[config.mk]
export PLATFORM = sky130hd
export DESIGN_NAME = alu_arbiter
export DESIGN_NICKNAME = d
export VERILOG_FILES = /design/src/rtl/alu_ctrl_pkg.sv /design/src/rtl/rr_arbiter2.sv /design/src/rtl/alu_arbiter.sv
export SDC_FILE = /design/constraint.sdc
export NUM_CORES = 1
export LEC_CHECK = 0
export ABC_AREA = 1
export BUFFER_PORTS_ARGS = -buffer_cell sky130_fd_sc_hd__buf_2
export CAP_MARGIN = 0
export CORE_ASPECT_RATIO = 0.6
export CORE_MARGIN = 2
export CORE_UTILIZATION = 41
export CTS_CLUSTER_SIZE = 20
export DETAILED_ROUTE_END_ITERATION = 8
export GPL_TIMING_DRIVEN = 0
export PLACE_DENSITY = 0.77
export SYNTH_ARGS = -nofsm -noshare
export SYNTH_HDL_FRONTEND = slang
export SYNTH_SLANG_ARGS = --single-unit
[constraint.sdc]
create_clock -name clk -period 1.3 [get_ports clk]
set_clock_uncertainty 0.05 [all_clocks]
set_input_delay 0.26 -clock clk [delete_from_list [all_inputs] [get_ports clk]]
set_output_delay 0.26 -clock clk [all_outputs]
set_load 0.1 [all_outputs]
[src/rtl/alu_ctrl_pkg.sv]
// alu_ctrl_pkg: shared constants and types for the two-port ALU arbiter.
//   WIDTH  - default operand/result width
//   OP_*   - ALU operation encodings (forwarded unchecked to the ALU)
//   state_t - arbiter FSM states
package alu_ctrl_pkg;

   localparam int WIDTH = 32;

   localparam logic [2:0] OP_AND = 3'b000;
   localparam logic [2:0] OP_OR  = 3'b001;
   localparam logic [2:0] OP_ADD = 3'b010;
   localparam logic [2:0] OP_SUB = 3'b110;
   localparam logic [2:0] OP_SLT = 3'b111;

   typedef enum logic [1:0] {
      IDLE = 2'd0,
      EXEC = 2'd1,
      RESP = 2'd2
   } state_t;

endpackage

[src/rtl/rr_arbiter2.sv]
// rr_arbiter2: combinational two-way round-robin grant.
//   req[1:0]   in   request lines
//   pri_ptr    in   favoured port when both request
//   enable     in   grants are suppressed when low
//   grant[1:0] out  one-hot grant (or 00)
// The pointer itself is owned by the caller.
module rr_arbiter2
   import alu_ctrl_pkg::*;
(
   input  logic [1:0] req,
   input  logic       pri_ptr,
   input  logic       enable,
   output logic [1:0] grant
);

   always_comb begin
      grant = 2'b00;
      if (enable) begin
         if (req == 2'b11) grant = pri_ptr ? 2'b10 : 2'b01;
         else              grant = req;  // lone requester wins regardless of pointer
      end
   end

endmodule

[src/rtl/alu_arbiter.sv]
// alu_arbiter: shares one external combinational ALU between two requesters.
//   clk, rst_n                  clock, async active-low reset
//   req_valid/req_ready[1:0]    per-port request handshake
//   req_a*/req_b*/req_op*       per-port operands and opcode
//   resp_valid/resp_ready[1:0]  per-port response handshake
//   resp_result, resp_zero      captured ALU outputs for the owning port
//   alu_a, alu_b, alu_op        to the shared ALU (held until the next grant)
//   alu_result, alu_zero        from the shared ALU
// Flow: IDLE (grant + latch) -> EXEC (ALU sees latched operands, capture) ->
// RESP (hold until the owner accepts). One transaction in flight.
module alu_arbiter
   import alu_ctrl_pkg::*;
#(
   parameter int WIDTH = alu_ctrl_pkg::WIDTH
) (
   input  logic             clk,
   input  logic             rst_n,
   input  logic [1:0]       req_valid,
   output logic [1:0]       req_ready,
   input  logic [WIDTH-1:0] req_a0,
   input  logic [WIDTH-1:0] req_b0,
   input  logic [2:0]       req_op0,
   input  logic [WIDTH-1:0] req_a1,
   input  logic [WIDTH-1:0] req_b1,
   input  logic [2:0]       req_op1,
   output logic [1:0]       resp_valid,
   input  logic [1:0]       resp_ready,
   output logic [WIDTH-1:0] resp_result,
   output logic             resp_zero,
   output logic [WIDTH-1:0] alu_a,
   output logic [WIDTH-1:0] alu_b,
   output logic [2:0]       alu_op,
   input  logic [WIDTH-1:0] alu_result,
   input  logic             alu_zero
);

   state_t           state;
   logic             pri_ptr;
   logic             owner;
   logic [WIDTH-1:0] a_q, b_q;
   logic [2:0]       op_q;
   logic [1:0]       grant;

   rr_arbiter2 u_arb (
      .req     (req_valid),
      .pri_ptr (pri_ptr),
      .enable  (state == IDLE),
      .grant   (grant)
   );

   assign req_ready  = grant;
   assign resp_valid = (state == RESP) ? (owner ? 2'b10 : 2'b01) : 2'b00;

   // ALU inputs come straight from the operand registers, so they stay put
   // through EXEC and RESP and only move on the next grant.
   assign alu_a  = a_q;
   assign alu_b  = b_q;
   assign alu_op = op_q;

   always_ff @(posedge clk or negedge rst_n) begin
      if (!rst_n) begin
         state       <= IDLE;
         pri_ptr     <= 1'b0;
         owner       <= 1'b0;
         a_q         <= '0;
         b_q         <= '0;
         op_q        <= 3'b000;
         resp_result <= '0;
         resp_zero   <= 1'b0;
      end else begin
         case (state)
            IDLE: begin
               if (|grant) begin
                  owner   <= grant[1];
                  pri_ptr <= ~grant[1];  // favour the port that just lost
                  a_q     <= grant[1] ? req_a1  : req_a0;
                  b_q     <= grant[1] ? req_b1  : req_b0;
                  op_q    <= grant[1] ? req_op1 : req_op0;
                  state   <= EXEC;
               end
            end
            EXEC: begin
               resp_result <= alu_result;
               resp_zero   <= alu_zero;
               state       <= RESP;
            end
            RESP: begin
               // Only the owner's ready counts; the other port is ignored.
               if (resp_ready[owner]) state <= IDLE;
            end
            default: state <= IDLE;
         endcase
      end
   end

endmodule

After elaboration in Yosys (flattened, before gate mapping) --
Index checks and enable logic that the tools add are counted.
Storage, ports and cells: register bits after elaboration 104, output and inout bits 104, input port bits 173, logic and storage cells 32
Operators by class: bitwise logic cells 1, magnitude comparators 1, reductions and logical operators 4, multiplexer cells 13, eq/ne operators 5
Operators with widths (count):
- $mux 32 | 2
- $mux 2 | 7
- $pmux 2 s3 | 1
- $eq 2x2->1 const B | 2
- $reduce_and 2->1 | 2
- $mux 3 | 1
- $eq 2x1->1 const B | 1
- $logic_not 2->1 | 1
- $lt 1x2->1 const B | 1
- $mux 1 | 2
- $ne 2x1->1 const B | 1
- $ne 2x2->1 const B | 1
- $reduce_or 2->1 | 1
- $not 1->1 | 1

Longest topological paths before layout --
word-level depth 6, depth in mapped cells 8, mapped depth without buffers 6

Hierarchy --
From an unflattened synthesis, not the netlist that was laid out.
Second synthesis, totals: cell total of the unflattened synthesis 675, area, all modules 4862.2 sq um
By module, submodules not included:
- alu_arbiter | cells each 670, area an instance 4840.9 sq um, instances 1, sequential area each 2602.5 sq um
- rr_arbiter2 | cells each 5, area an instance 21.3 sq um, instances 1, sequential area each 0.0 sq um

Worst setup path before layout --
No wires, ideal clock.
kind reg2out, start point register state[1], end point output port req_ready[0], arrival time 2438 ps, path buffers 2, cell stages (with the launch flop) 6, setup slack -1448 ps, path through dfrtp_1 -> nor2_4 -> buf_4 -> buf_2 -> nand2_1 -> a21oi_1
Between the ends: cells in the longest elaborated chain, start to end 2
RTL lines:
- start, declared | RTL line alu_arbiter.sv:37 | state_t state;
- start signal, assigned | RTL line alu_arbiter.sv:62 | state <= IDLE;
- start signal, assigned | RTL line alu_arbiter.sv:79 | state <= EXEC;
- start signal, assigned | RTL line alu_arbiter.sv:85 | state <= RESP;
- $logic_not 2->1 | RTL line alu_arbiter.sv:47 | .enable (state == IDLE),
- $mux 2 | RTL line rr_arbiter2.sv:18 | if (enable) begin
- end, declared | RTL line alu_arbiter.sv:19 | output logic [1:0] req_ready,
No other way between the ends.

Worst setup path in the final report --
start point register state[0], end point output port req_ready[1]
Same word-level chain as after synthesis.

==> impl_metrics.csv <==
group,metric,value,unit
outcome,status,"finished, violations left",
outcome,violations,"negative setup slack",
timing,clock.fmax,0.524,GHz
die,initial_core_util,41.7,%
place,place_congestion,0.852,
clock_network,htreeDepth,3,
worst_hold_path,hold_class,"in -> reg",
timing,tns,-26.64,ns
final_layout,syn_to_final_growth,70.0,%
drt,drtPass1Iterations,5,
grt,grt_pass1_vias,5621,
worst_hold_path,holdCritStartpoint,"alu_result[26]",
final_layout,final_layout_size_suffix_gt1_share,45.8,%
worst_setup_path,r2r-start,"state[0]$_DFFE_PN0P_",
die,die_w,151,um
final_layout,fin_nets,1175,
yosys,synth_commonest_cells,"207 x nand2_1, 139 x inv_1, 104 x dfrtp_1",
place,hpwl,12500,um
die,row_count,32,
yosys,synth_top_cell_area_share,48.8,%
yosys,syn_nets,847,
grt,grt_use_total,26.1,%
yosys,ys_ff_latch,104,
worst_setup_path,crit_chain,"nor2_4 -> nand3_4 -> buf_8 -> buf_8 -> clkinvlp_4 -> buf_12",
clock_network,clock_sinks,104,
timing,hold_violations,0,
worst_setup_path,crit_fanout,4,
yosys,ys_warn_count,0,
yosys,synth.top_cells.by_area,"dfrtp_1 49%, nand2_1 15%, inv_1 9.8%, nand4_1 7.9%, mux2_2 7.0%",
worst_setup_path,cp.required,0.99,ns
yosys,syn_avg_cell_area,7.91,um2
yosys,synth_cell_types,18,
drt,vias_per_cell,4.94,
worst_setup_path,crit_slowest_cell,"dfrtp_1",
drt,postRouteAntennaNets,0,
clock_network,cts_root_buf,"clkbuf_16",
worst_setup_path,path_class,"reg -> out",
drt,wire_per_inst,16.3,um
die,die_h,92.3,um
die,coreArea,0.0128,mm2
clock_network,cts_tree,"built",
worst_setup_path,worst_path_largest_cell_delay,0.42,ns
timing,setup_viol,108,
timing,setup_slack,-0.608,ns
timing,maxSlewViolCount,0,
worst_setup_path,worstSetupStartpointType,"flop",
timing,worst_pin_slew,0.514,ns
grt,grt.overflow.total,0,
clock_network,clk_pin_slew,0.08,ns
timing,whs,0.0948,ns
drt,drc,0,
die,io_pins,277,
grt,antenna_found_initial,0,
yosys,synth_most_common_cell,"nand2_1",
yosys,ys.flop_type,"dfrtp_1",
worst_setup_path,crit_arrival,1.60,ns
drt,via_count,5820,
clock_network,numCtsBuffers,9,
place,pre_cts_ws,-0.793,ns
worst_setup_path,crit_start,"state[0]$_DFFE_PN0P_",
job,drv_cap,0,
timing,rsz0062_at_grt,"true",
worst_setup_path,end_kind,"output pin",
yosys,synth_edf_count,0,
yosys,synth-async-reset-ratio,100,%
place,io_buffer_count,275,
grt,grt_start_max_net_pins,66,
final_layout,antenna_cells,0,
worst_setup_path,cpMostUsedCell,"buf_8",
drt,first_iter_violations,324,
die,dieArea,0.0140,mm2
timing,period_needed,1.91,ns
clock_network,insertion_delay,0.34,ns
clock_network,clk_path_buf_depth,2,
yosys,synth_area,0.00533,mm2
timing,slew_headroom,65.8,%
yosys,postSynthCellCount,674,
grt,grt_pass1_wl,28400,um
yosys,synth_top_area_cell,"dfrtp_1",
yosys,ys_seq_area_share,48.8,%
timing,finalCritPeriodShare,147,%
drt,routed_wl,19100,um
-- logic make-up (layout without fill, tap and decap cells) --
family                 count (synthesis)  after routing  share of synthesized area (%)
AOI/OAI and AO/OA                      4              4                          0.446
buffers and inverters                186            518                           14.3
DFF                                  104            104                           48.8
muxes                                 33             33                           6.97
and+or+nand+nor                      347            348                           29.4
-- worst paths after layout --
path / endpoint / slack (ns) / cells past startpoint
setup reg to reg: resp_result[15]$_DFFE_PN0N_ / -0.38 / 8
hold reg to reg: alu_b[8]$_DFFE_PN0P_ / 0.45 / 2
hold / removal: resp_result[26]$_DFFE_PN0N_ / 0.09 / 2
setup / recovery: req_ready[1] / -0.61 / 6
max in group asynchronous: resp_result[13]$_DFFE_PN0N_ / 0.17 / 3
min in group asynchronous: alu_b[17]$_DFFE_PN0P_ / 0.34 / 2
-- layout make-up --
cell class / instances / area [um2]
clock inverters: 6 / 52.6
inverters: 140 / 534
well taps: 170 / 213
multi-input cells: 385 / 2220
plain buffers: 45 / 427
flip-flops and latches: 104 / 2640
repair buffers: 317 / 2740
fillers: 990 / 3710
clock buffers: 10 / 239
-- metal layers --
metal	up-vias	GRT usage, %	routed length (um)
met1	2785	35.6	8360
met3	23	5.96	1540
met4	0	5.84	242
met5	-	0	0
met2	254	42.7	8990
li1	2758	-	-
-- metrics by stage --
step	area, um2	utilization, %	cells
after detailed placement	7050	55.2	1120
after global routing	9060	71.0	1177
after CTS	8530	66.8	1170
after floorplan	5430	-	674
final	9060	71.0	1177
after global placement	7020	54.9	1119
-- sequential cells by signal (all words and copies together), names as in the netlist --
| signal | flops |
|---|---|
| resp_result | 32 |
| alu_a | 32 |
| owner | 1 |
| state | 2 |
| alu_op | 3 |
| pri_ptr | 1 |
| alu_b | 32 |
| resp_zero | 1 |
-- critical path, delay by kind of cell (launching register included) --
kind / cells / cell delay, ns
DFF: 1 / 0.42
buffers and inverters: 4 / 0.50
and+or+nand+nor: 2 / 0.33
-- what timing repair did --
action / CTS / global route
pin swaps: 4 / 10
hold buffers: 1 / 0
setup buffers: 26 / 12
hold endpoints to repair: 39 / 0
setup endpoints to repair: 203 / 214
gates cloned: 7 / 2
resized for setup: 277 / 128
-- placed cells by master, fill, tap and decap left out --
cell type,netlist,layout
a21oi_1,2,1
dfrtp_1,104,71
clkbuf_1,17,7
buf_2,16,175
inv_1,139,135
nand2_8,0,1
buf_16,0,1
dfrtp_2,0,33
nand2_2,0,3
nand3_1,68,62
inv_6,0,1
inv_8,0,1
nand2_1,207,201
a21oi_4,0,1
clkbuf_16,0,11
nor2_4,1,4
clkinvlp_4,0,3
o21ai_1,0,1
o21ai_4,0,1
dlygate4sd3_1,0,1
clkinv_4,0,3
clkbuf_2,0,2
nand3_4,0,1
nand4_1,67,67
inv_2,1,3
nand3_2,1,6
mux2_4,0,33
buf_8,0,28
buf_12,0,21
clkbuf_8,0,3
nand2_4,0,3
buf_4,10,24
buf_6,1,99
Power is not shown: default switching activity piles up to over one toggle a cycle in this logic, so the estimate is an artifact.
